===== config.mk =====
export PLATFORM = sky130hd
export DESIGN_NAME = fu_br_q
export DESIGN_NICKNAME = d
export VERILOG_FILES = /design/src/rtl/fu_br_q_pkg.sv /design/src/rtl/fu_br_res_q.sv /design/src/rtl/fu_br_q.sv
export SDC_FILE = /design/constraint.sdc
export NUM_CORES = 1
export LEC_CHECK = 0
export CORE_MARGIN = 4
export CORE_UTILIZATION = 46
export CTS_CLUSTER_DIAMETER = 50
export DETAILED_ROUTE_END_ITERATION = 6
export HOLD_SLACK_MARGIN = 0.05
export PLACE_DENSITY = 0.8
export RECOVER_POWER = 25
export SLEW_MARGIN = 40
export SYNTH_ARGS = -nofsm -noshare
export SYNTH_HDL_FRONTEND = slang
export SYNTH_HIERARCHICAL = 1
export SYNTH_SLANG_ARGS = --single-unit

===== constraint.sdc =====
create_clock -name clk -period 4.8 [get_ports clk]
set_input_delay 1.2 -clock clk [delete_from_list [all_inputs] [get_ports clk]]
set_output_delay 1.2 -clock clk [all_outputs]
set_load 0.02 [all_outputs]

===== src/rtl/fu_br_q_pkg.sv =====
// Shared branch-unit types: opcode encoding, index widths and the ROB age helper.
package fu_br_q_pkg;

    localparam int unsigned ARCH_IDX_W = 5;
    localparam int unsigned PHY_IDX_W  = 6;

    typedef enum logic [3:0] {
        BR_BEQ   = 4'd0,
        BR_BNE   = 4'd1,
        BR_BLT   = 4'd2,
        BR_BGE   = 4'd3,
        BR_BLTU  = 4'd4,
        BR_BGEU  = 4'd5,
        BR_JAL   = 4'd6,
        BR_JALR  = 4'd7,
        BR_AUIPC = 4'd8
    } br_op_e;

    // True when x is strictly younger than ref_id, ages measured from head modulo 2^w.
    function automatic logic rob_younger(input logic [31:0] x, input logic [31:0] ref_id,
                                         input logic [31:0] head, input int unsigned w);
        logic [31:0] mask;
        logic [31:0] age_x;
        logic [31:0] age_r;
        mask  = (32'd1 << w) - 32'd1;
        age_x = (x - head) & mask;
        age_r = (ref_id - head) & mask;
        return age_x > age_r;
    endfunction

endpackage


===== src/rtl/fu_br_res_q.sv =====
// Generic circular result queue with per-entry live bits and an external kill mask.
module fu_br_res_q #(
    parameter int unsigned W       = 8,
    parameter int unsigned DEPTH   = 2,
    parameter int unsigned KEY_LSB = 0,
    parameter int unsigned KEY_W   = 1
) (
    input  logic                     clk,
    input  logic                     rst_n,
    input  logic                     push,
    input  logic                     push_live,
    input  logic [W-1:0]             push_data,
    input  logic                     pop,
    input  logic [DEPTH-1:0]         kill_mask,
    output logic [W-1:0]             head_data,
    output logic                     head_live,
    output logic [$clog2(DEPTH):0]   count,
    output logic                     full,
    output logic [DEPTH*KEY_W-1:0]   ent_key
);

    localparam int unsigned PTR_W = $clog2(DEPTH);
    localparam int unsigned CNT_W = PTR_W + 1;

    logic [W-1:0]     mem_q [DEPTH];
    logic [W-1:0]     mem_d [DEPTH];
    logic [DEPTH-1:0] live_q, live_d;
    logic [PTR_W-1:0] head_q, head_d;
    logic [PTR_W-1:0] tail_q, tail_d;
    logic [CNT_W-1:0] count_q, count_d;

    always_comb begin
        mem_d   = mem_q;
        live_d  = live_q & ~kill_mask;
        head_d  = head_q;
        tail_d  = tail_q;
        if (push) begin
            mem_d[tail_q]  = push_data;
            live_d[tail_q] = push_live;
            tail_d         = tail_q + 1'b1;
        end
        if (pop) begin
            head_d = head_q + 1'b1;
        end
        count_d = count_q + CNT_W'(push) - CNT_W'(pop);
    end

    always_ff @(posedge clk or negedge rst_n) begin
        if (!rst_n) begin
            for (int unsigned i = 0; i < DEPTH; i++) begin
                mem_q[i] <= '0;
            end
            live_q  <= '0;
            head_q  <= '0;
            tail_q  <= '0;
            count_q <= '0;
        end else begin
            mem_q   <= mem_d;
            live_q  <= live_d;
            head_q  <= head_d;
            tail_q  <= tail_d;
            count_q <= count_d;
        end
    end

    always_comb begin
        ent_key = '0;
        for (int unsigned i = 0; i < DEPTH; i++) begin
            ent_key[i*KEY_W +: KEY_W] = mem_q[i][KEY_LSB +: KEY_W];
        end
    end

    assign head_data = mem_q[head_q];
    assign head_live = live_q[head_q];
    assign count     = count_q;
    assign full      = (count_q == CNT_W'(DEPTH));

endmodule


===== src/rtl/fu_br_q.sv =====
// Branch functional unit: one execute register, combinational resolve, flush-aware result queue.
module fu_br_q
    import fu_br_q_pkg::*;
#(
    parameter int unsigned XLEN      = 32,
    parameter int unsigned DEPTH     = 2,
    parameter int unsigned ROB_IDX_W = 5
) (
    input  logic                  clk,
    input  logic                  rst_n,
    input  logic                  issue_valid,
    output logic                  issue_ready,
    input  logic [3:0]            issue_opcode,
    input  logic [XLEN-1:0]       issue_pc,
    input  logic [XLEN-1:0]       issue_rs1_value,
    input  logic [XLEN-1:0]       issue_rs2_value,
    input  logic [XLEN-1:0]       issue_imm,
    input  logic                  issue_predict_taken,
    input  logic [XLEN-1:0]       issue_predict_target,
    input  logic [ROB_IDX_W-1:0]  issue_rob_id,
    input  logic [ARCH_IDX_W-1:0] issue_rd_arch,
    input  logic [PHY_IDX_W-1:0]  issue_rd_phy,
    input  logic                  cdb_ready,
    output logic                  cdb_valid,
    output logic [ROB_IDX_W-1:0]  cdb_rob_id,
    output logic [PHY_IDX_W-1:0]  cdb_rd_phy,
    output logic [ARCH_IDX_W-1:0] cdb_rd_arch,
    output logic [XLEN-1:0]       cdb_rd_value,
    output logic [XLEN-1:0]       cdb_rs1_value_dbg,
    output logic [XLEN-1:0]       cdb_rs2_value_dbg,
    output logic                  br_cdb_valid,
    output logic [ROB_IDX_W-1:0]  br_cdb_rob_id,
    output logic                  br_cdb_miss_predict,
    output logic [XLEN-1:0]       br_cdb_target_address,
    output logic                  br_cdb_branch_taken,
    input  logic                  flush_valid,
    input  logic [ROB_IDX_W-1:0]  flush_rob_id,
    input  logic [ROB_IDX_W-1:0]  rob_head
);

    typedef struct packed {
        logic [3:0]            opcode;
        logic [XLEN-1:0]       pc;
        logic [XLEN-1:0]       rs1;
        logic [XLEN-1:0]       rs2;
        logic [XLEN-1:0]       imm;
        logic                  predict_taken;
        logic [XLEN-1:0]       predict_target;
        logic [ROB_IDX_W-1:0]  rob_id;
        logic [ARCH_IDX_W-1:0] rd_arch;
        logic [PHY_IDX_W-1:0]  rd_phy;
    } fu_br_reg_t;

    typedef struct packed {
        logic [ROB_IDX_W-1:0]  rob_id;
        logic [PHY_IDX_W-1:0]  rd_phy;
        logic [ARCH_IDX_W-1:0] rd_arch;
        logic [XLEN-1:0]       rd_value;
        logic [XLEN-1:0]       rs1_value_dbg;
        logic [XLEN-1:0]       rs2_value_dbg;
        logic                  miss_predict;
        logic [XLEN-1:0]       target_address;
        logic                  branch_taken;
        logic                  is_auipc;
    } fu_br_res_t;

    localparam int unsigned RES_W = $bits(fu_br_res_t);
    localparam int unsigned CNT_W = $clog2(DEPTH) + 1;

    fu_br_reg_t e_q, e_d;
    logic       e_valid_q, e_valid_d;
    logic       rdy_q, rdy_d;

    fu_br_res_t res;
    fu_br_res_t head;
    logic [RES_W-1:0]           head_bits;
    logic                       head_live;
    logic [CNT_W-1:0]           q_count;
    logic                       q_full;
    logic [DEPTH*ROB_IDX_W-1:0] ent_key;
    logic [DEPTH-1:0]           kill_mask;
    logic                       head_kill, head_alive, pop;
    logic                       e_kill, e_move, issue_kill, load;

    // Resolve from the E register.
    always_comb begin
        logic [XLEN-1:0] pc_imm, pc4, jalr_tgt, target;
        logic            taken, is_branch;
        pc_imm    = e_q.pc + e_q.imm;
        pc4       = e_q.pc + XLEN'(4);
        jalr_tgt  = (e_q.rs1 + e_q.imm) & ~XLEN'(1);
        taken     = 1'b0;
        is_branch = 1'b1;
        case (e_q.opcode)
            BR_BEQ:  taken = (e_q.rs1 == e_q.rs2);
            BR_BNE:  taken = (e_q.rs1 != e_q.rs2);
            BR_BLT:  taken = ($signed(e_q.rs1) <  $signed(e_q.rs2));
            BR_BGE:  taken = ($signed(e_q.rs1) >= $signed(e_q.rs2));
            BR_BLTU: taken = (e_q.rs1 <  e_q.rs2);
            BR_BGEU: taken = (e_q.rs1 >= e_q.rs2);
            BR_JAL:  taken = 1'b1;
            BR_JALR: taken = 1'b1;
            default: is_branch = 1'b0;
        endcase
        target = pc4;
        if (taken) begin
            target = (e_q.opcode == BR_JALR) ? jalr_tgt : pc_imm;
        end
        res.rob_id         = e_q.rob_id;
        res.rd_phy         = e_q.rd_phy;
        res.rd_arch        = e_q.rd_arch;
        res.rd_value       = (e_q.opcode == BR_AUIPC) ? pc_imm : pc4;
        res.rs1_value_dbg  = e_q.rs1;
        res.rs2_value_dbg  = e_q.rs2;
        res.miss_predict   = is_branch &&
                             ((taken != e_q.predict_taken) || (target != e_q.predict_target));
        res.target_address = target;
        res.branch_taken   = taken;
        res.is_auipc       = (e_q.opcode == BR_AUIPC);
    end

    always_comb begin
        kill_mask = '0;
        for (int unsigned i = 0; i < DEPTH; i++) begin
            kill_mask[i] = flush_valid &&
                rob_younger(32'(ent_key[i*ROB_IDX_W +: ROB_IDX_W]), 32'(flush_rob_id),
                            32'(rob_head), ROB_IDX_W);
        end
    end

    assign head       = fu_br_res_t'(head_bits);
    assign head_kill  = flush_valid &&
                        rob_younger(32'(head.rob_id), 32'(flush_rob_id), 32'(rob_head), ROB_IDX_W);
    assign head_alive = (q_count != '0) && head_live && !head_kill;
    assign pop        = (q_count != '0) && (!head_alive || cdb_ready);

    // A killed E entry still moves into Q, just dead, so issue_ready never sees flush.
    assign e_kill      = flush_valid &&
                         rob_younger(32'(e_q.rob_id), 32'(flush_rob_id), 32'(rob_head), ROB_IDX_W);
    assign e_move      = e_valid_q && (!q_full || pop);
    assign issue_ready = rdy_q && (!e_valid_q || e_move);
    assign issue_kill  = flush_valid &&
                         rob_younger(32'(issue_rob_id), 32'(flush_rob_id), 32'(rob_head), ROB_IDX_W);
    assign load        = issue_valid && issue_ready && !issue_kill;

    always_comb begin
        e_d       = e_q;
        e_valid_d = e_valid_q;
        rdy_d     = 1'b1;
        if (load) begin
            e_valid_d        = 1'b1;
            e_d.opcode       = issue_opcode;
            e_d.pc           = issue_pc;
            e_d.rs1          = issue_rs1_value;
            e_d.rs2          = issue_rs2_value;
            e_d.imm          = issue_imm;
            e_d.predict_taken  = issue_predict_taken;
            e_d.predict_target = issue_predict_target;
            e_d.rob_id       = issue_rob_id;
            e_d.rd_arch      = issue_rd_arch;
            e_d.rd_phy       = issue_rd_phy;
        end else if (e_move || e_kill) begin
            e_valid_d = 1'b0;
        end
    end

    always_ff @(posedge clk or negedge rst_n) begin
        if (!rst_n) begin
            e_q       <= '0;
            e_valid_q <= 1'b0;
            rdy_q     <= 1'b0;
        end else begin
            e_q       <= e_d;
            e_valid_q <= e_valid_d;
            rdy_q     <= rdy_d;
        end
    end

    fu_br_res_q #(
        .W       (RES_W),
        .DEPTH   (DEPTH),
        .KEY_LSB (RES_W - ROB_IDX_W),
        .KEY_W   (ROB_IDX_W)
    ) u_res_q (
        .clk       (clk),
        .rst_n     (rst_n),
        .push      (e_move),
        .push_live (!e_kill),
        .push_data (res),
        .pop       (pop),
        .kill_mask (kill_mask),
        .head_data (head_bits),
        .head_live (head_live),
        .count     (q_count),
        .full      (q_full),
        .ent_key   (ent_key)
    );

    assign cdb_valid             = head_alive;
    assign cdb_rob_id            = head.rob_id;
    assign cdb_rd_phy            = head.rd_phy;
    assign cdb_rd_arch           = head.rd_arch;
    assign cdb_rd_value          = head.rd_value;
    assign cdb_rs1_value_dbg     = head.rs1_value_dbg;
    assign cdb_rs2_value_dbg     = head.rs2_value_dbg;
    assign br_cdb_valid          = head_alive && !head.is_auipc;
    assign br_cdb_rob_id         = head.rob_id;
    assign br_cdb_miss_predict   = head.miss_predict;
    assign br_cdb_target_address = head.target_address;
    assign br_cdb_branch_taken   = head.branch_taken;

endmodule

==> results.toml <==
[finish]
layout_commonest_cell = "mux2_2"
area_growth_pct = 26.1
instances_no_fill = 3630
final_cell_mix = "mux2_2 (594), dfrtp_1 (482), clkdlybuf4s50_1 (341)"
n_fill_cell = 4722
drive_gt1_share_pct = 31.2
nNetsFinal = 3151

[synthesis]
synth.distinct_cells = 86
yosys_register_bits = 483
synth_async_sr_flop_share_pct = 100
synth_nets = 2724
netlist_area_um2 = 27800
synth_top_area_share_pct = 43.5
netlist_instances = 2379
synthFlopType = "dfrtp_1"
synth_edf_count = 0
yosysWarnings = 6
ys_top_cells_by_area = "dfrtp_1 (44%), mux2_2 (24%), ha_1 (6.3%)"
synth_seq_area_share_pct = 43.5
synth_top_area_cell = "dfrtp_1"
avgSynthCellArea_um2 = 11.7

[clocking]
clock_latency_ns = 0.61
cts.sinks = 483
cts_buffers = 58
clk_pin_slew_ns = 0.06
hold_buffers = 0
cts_tree = "yes"
ctsRootBufferMaster = "clkbuf_16"
clockBufferDepth = 3
h-tree-depth = 2

[sta]
relSlewSlack_pct = -24.1
rsz0062_at_grt = "yes"
slew_viol_final = 104
worst_slew_pin_slew_ns = 1.86
fin_crit_sh_pct = 102
setup_slack_ns = -0.0995
min_period_ns = 4.90
fin_skew_ns = 0.0240
finalHoldViolations = 0
setup_viol = 2
timing.fmax_mhz = 204

[status]
failed_checks = "max-capacitance violations, max-slew violations, negative setup slack"
status = "finished with violations"

[power]
worst_ir_drop_vdd_v = 0.000523
powerDensity_nw_per_um2 = 799
p_leak_nw = 15.1
total_power_mw = 28.0

[routing]
route.detailed.drc = 0
ant_nets = 0
vias = 20900
drtIter0Drc = 1342
routed_wl_mm = 84.5
firstDrtPassIters = 7
wl_per_cell_um = 23.3
viasPerCell = 5.77

[die]
core-area_um2 = 59400
row_count = 89
start_util_pct = 46.8
die_w_um = 254
io_pins = 350
die-area_um2 = 64400
die_h_um = 254

[global_routing]
grt_pass1_wl_mm = 130
grt_max_degree = 98
overflow = 0
groute.usage.overall_pct = 25.9
grt_pass1_vias = 22500
antenna_found_initial = 9

[setup_path]
max_stage_delay_ns = 0.47
cp-end-kind = "output port"
path_class = "input port to output port"
path_max_fanout = 3
crit_required_ns = 3.60
setup.worst_path.start_class = "input port"
crit_path_cell_trace = "clkdlybuf4s50_1, inv_2, ha_1, a21o_1, a21oi_2, xnor2_2, ha_1, nand2_1, o21ai_1, o21ai_2, o22ai_2, and2_4, a21boi_4, buf_6"
slowest_stage = "clkdlybuf4s50_1"
path_common_cell = "ha_1"
cp.arrival_ns = 3.70

[placed_design]
hpwl_mm = 63.8
dp_cells = 3509
gp_congestion = 0.934
port_buffers = 349

[hold_path]
hp-class = "flop to flop"

[run]
maxCapViolations = 2
## layer usage
layer  global-route usage, %  vias up  routed length, µm
li1                        -     9487                  -
met1                    32.5    10500              34300
met2                    44.4      742              41600
met3                    3.98      236               4550
met4                    11.6        2               4090
met5                       0        -                 13
## worst paths after layout
path,startpoint,end,slack [ns],cells past startpoint
max reg2reg,e_q[119]$_DFFE_PN0P_,u_res_q/mem_q[34]$_DFFE_PN0P_,0.20,16
max in group asynchronous,rst_n,e_q[25]$_DFFE_PN0P_,0.50,3
min,u_res_q/mem_q[59]$_DFFE_PN0P_,u_res_q/mem_q[59]$_DFFE_PN0P_,0.50,1
min reg2reg,u_res_q/mem_q[59]$_DFFE_PN0P_,u_res_q/mem_q[59]$_DFFE_PN0P_,0.50,1
max,rob_head[2],issue_ready,-0.1,14
min in group asynchronous,rst_n,u_res_q/mem_q[187]$_DFFE_PN0P_,0.90,1
## where the power goes
part           total [mW]  internal [mW]  switching (mW)
clock network        4.55           2.78            1.77
registers            7.32           5.89            1.43
logic                16.1           7.77            8.34
total                28.0           16.4            11.5
## worst max-delay path, delay by kind of cell
family	cells	cell delay [ns]
fa+ha+maj	2	0.61
simple gates	2	0.25
compound gates	6	0.88
xor+xnor	1	0.10
buf+inv	3	0.67
## synthesized netlist by cell type, types with 3 or more instances
cell type and count:
mux2_2 596, dfrtp_1 483, ha_1 141, nand2_1 125, a21oi_1 118, o21ai_0 84
nor2_1 82, xnor2_1 73, inv_1 69, xor2_1 65, clkbuf_1 50, nand3_1 44
a21o_1 42, mux2i_1 38, nand4_1 28, buf_6 25, buf_2 24, nor3_1 23
buf_4 21, and3_1 17, a31oi_1 16, o21a_1 16, and2_1 13, nor2b_1 12
or3_1 12, a211oi_1 11, nand2b_1 10, and4_1 9, fa_1 8, o211ai_1 8
nor4_1 7, a2111oi_0 6, a211o_1 6, a21boi_0 5, nand3b_1 5, or2_2 5
o21bai_1 4, o31ai_1 4, a2111o_1 3, a22o_1 3, o211a_1 3, o22ai_1 3
o2bb2ai_1 3, o31a_1 3, or4b_2 3
## stage by stage
| step | setup TNS, ns | utilization, % | instance area, µm² | setup WS, ns | hold WS [ns] |
|---|---|---|---|---|---|
| after floorplan | -0.0309 | - | 27900 | -0.0309 | 0.474 |
| after global placement | -215.28 | 55.3 | 32800 | -1.03 | 0.481 |
| after detailed placement | -252.85 | 55.3 | 32800 | -1.09 | 0.488 |
| after CTS | -0.198 | 58.9 | 35000 | -0.160 | 0.501 |
| after global routing | -15.44 | 59.0 | 35000 | -0.227 | 0.510 |
| final | -0.117 | 59.0 | 35000 | -0.0995 | 0.499 |
## area by class of cell
type / count / area, µm² / area share [%]
well taps: 773 / 967 / 2.76
multi-input cells: 1703 / 14900 / 42.4
clock buffers: 80 / 1650 / 4.70
flip-flops and latches: 483 / 12100 / 34.5
clock inverters: 23 / 340 / 0.972
repair buffers: 489 / 4820 / 13.8
inverters: 71 / 275 / 0.786
diodes: 8 / 20.0 / 0.0572
## flip-flops by register name, summed over array words and instances, names as in the netlist
register         flops
u_res_q/head_q       1
e_q                181
u_res_q/mem_q      284
u_res_q/count        2
rdy_q                1
u_res_q/tail_q       1
e_valid_q            1
u_res_q/live_q       2
u_res_q/ent_key     10
## repair_timing
| item | CTS | global route |
|---|---|---|
| buffers inserted | 7 | 3 |
| resized for setup | 51 | 15 |
| endpoints found under the setup margin | 130 | 5 |
| pin swaps | 18 | 20 |
## cells by family (layout without fill, tap and decap cells)
logic type                 after synthesis  in the layout  share of synthesized area [%]
xor gates and xnor gates               138            138                           4.35
other                                    1              9                         0.0135
buffers and inverters                  193            663                           3.68
muxes                                  634            634                           25.5
and+or+nand+nor                        409            409                           7.44
adders and majority gates              149            149                           6.93
DFF                                    483            483                           43.5
AOI/OAI and AO/OA                      372            372                           8.56
(Power assumes the default switching activity.)
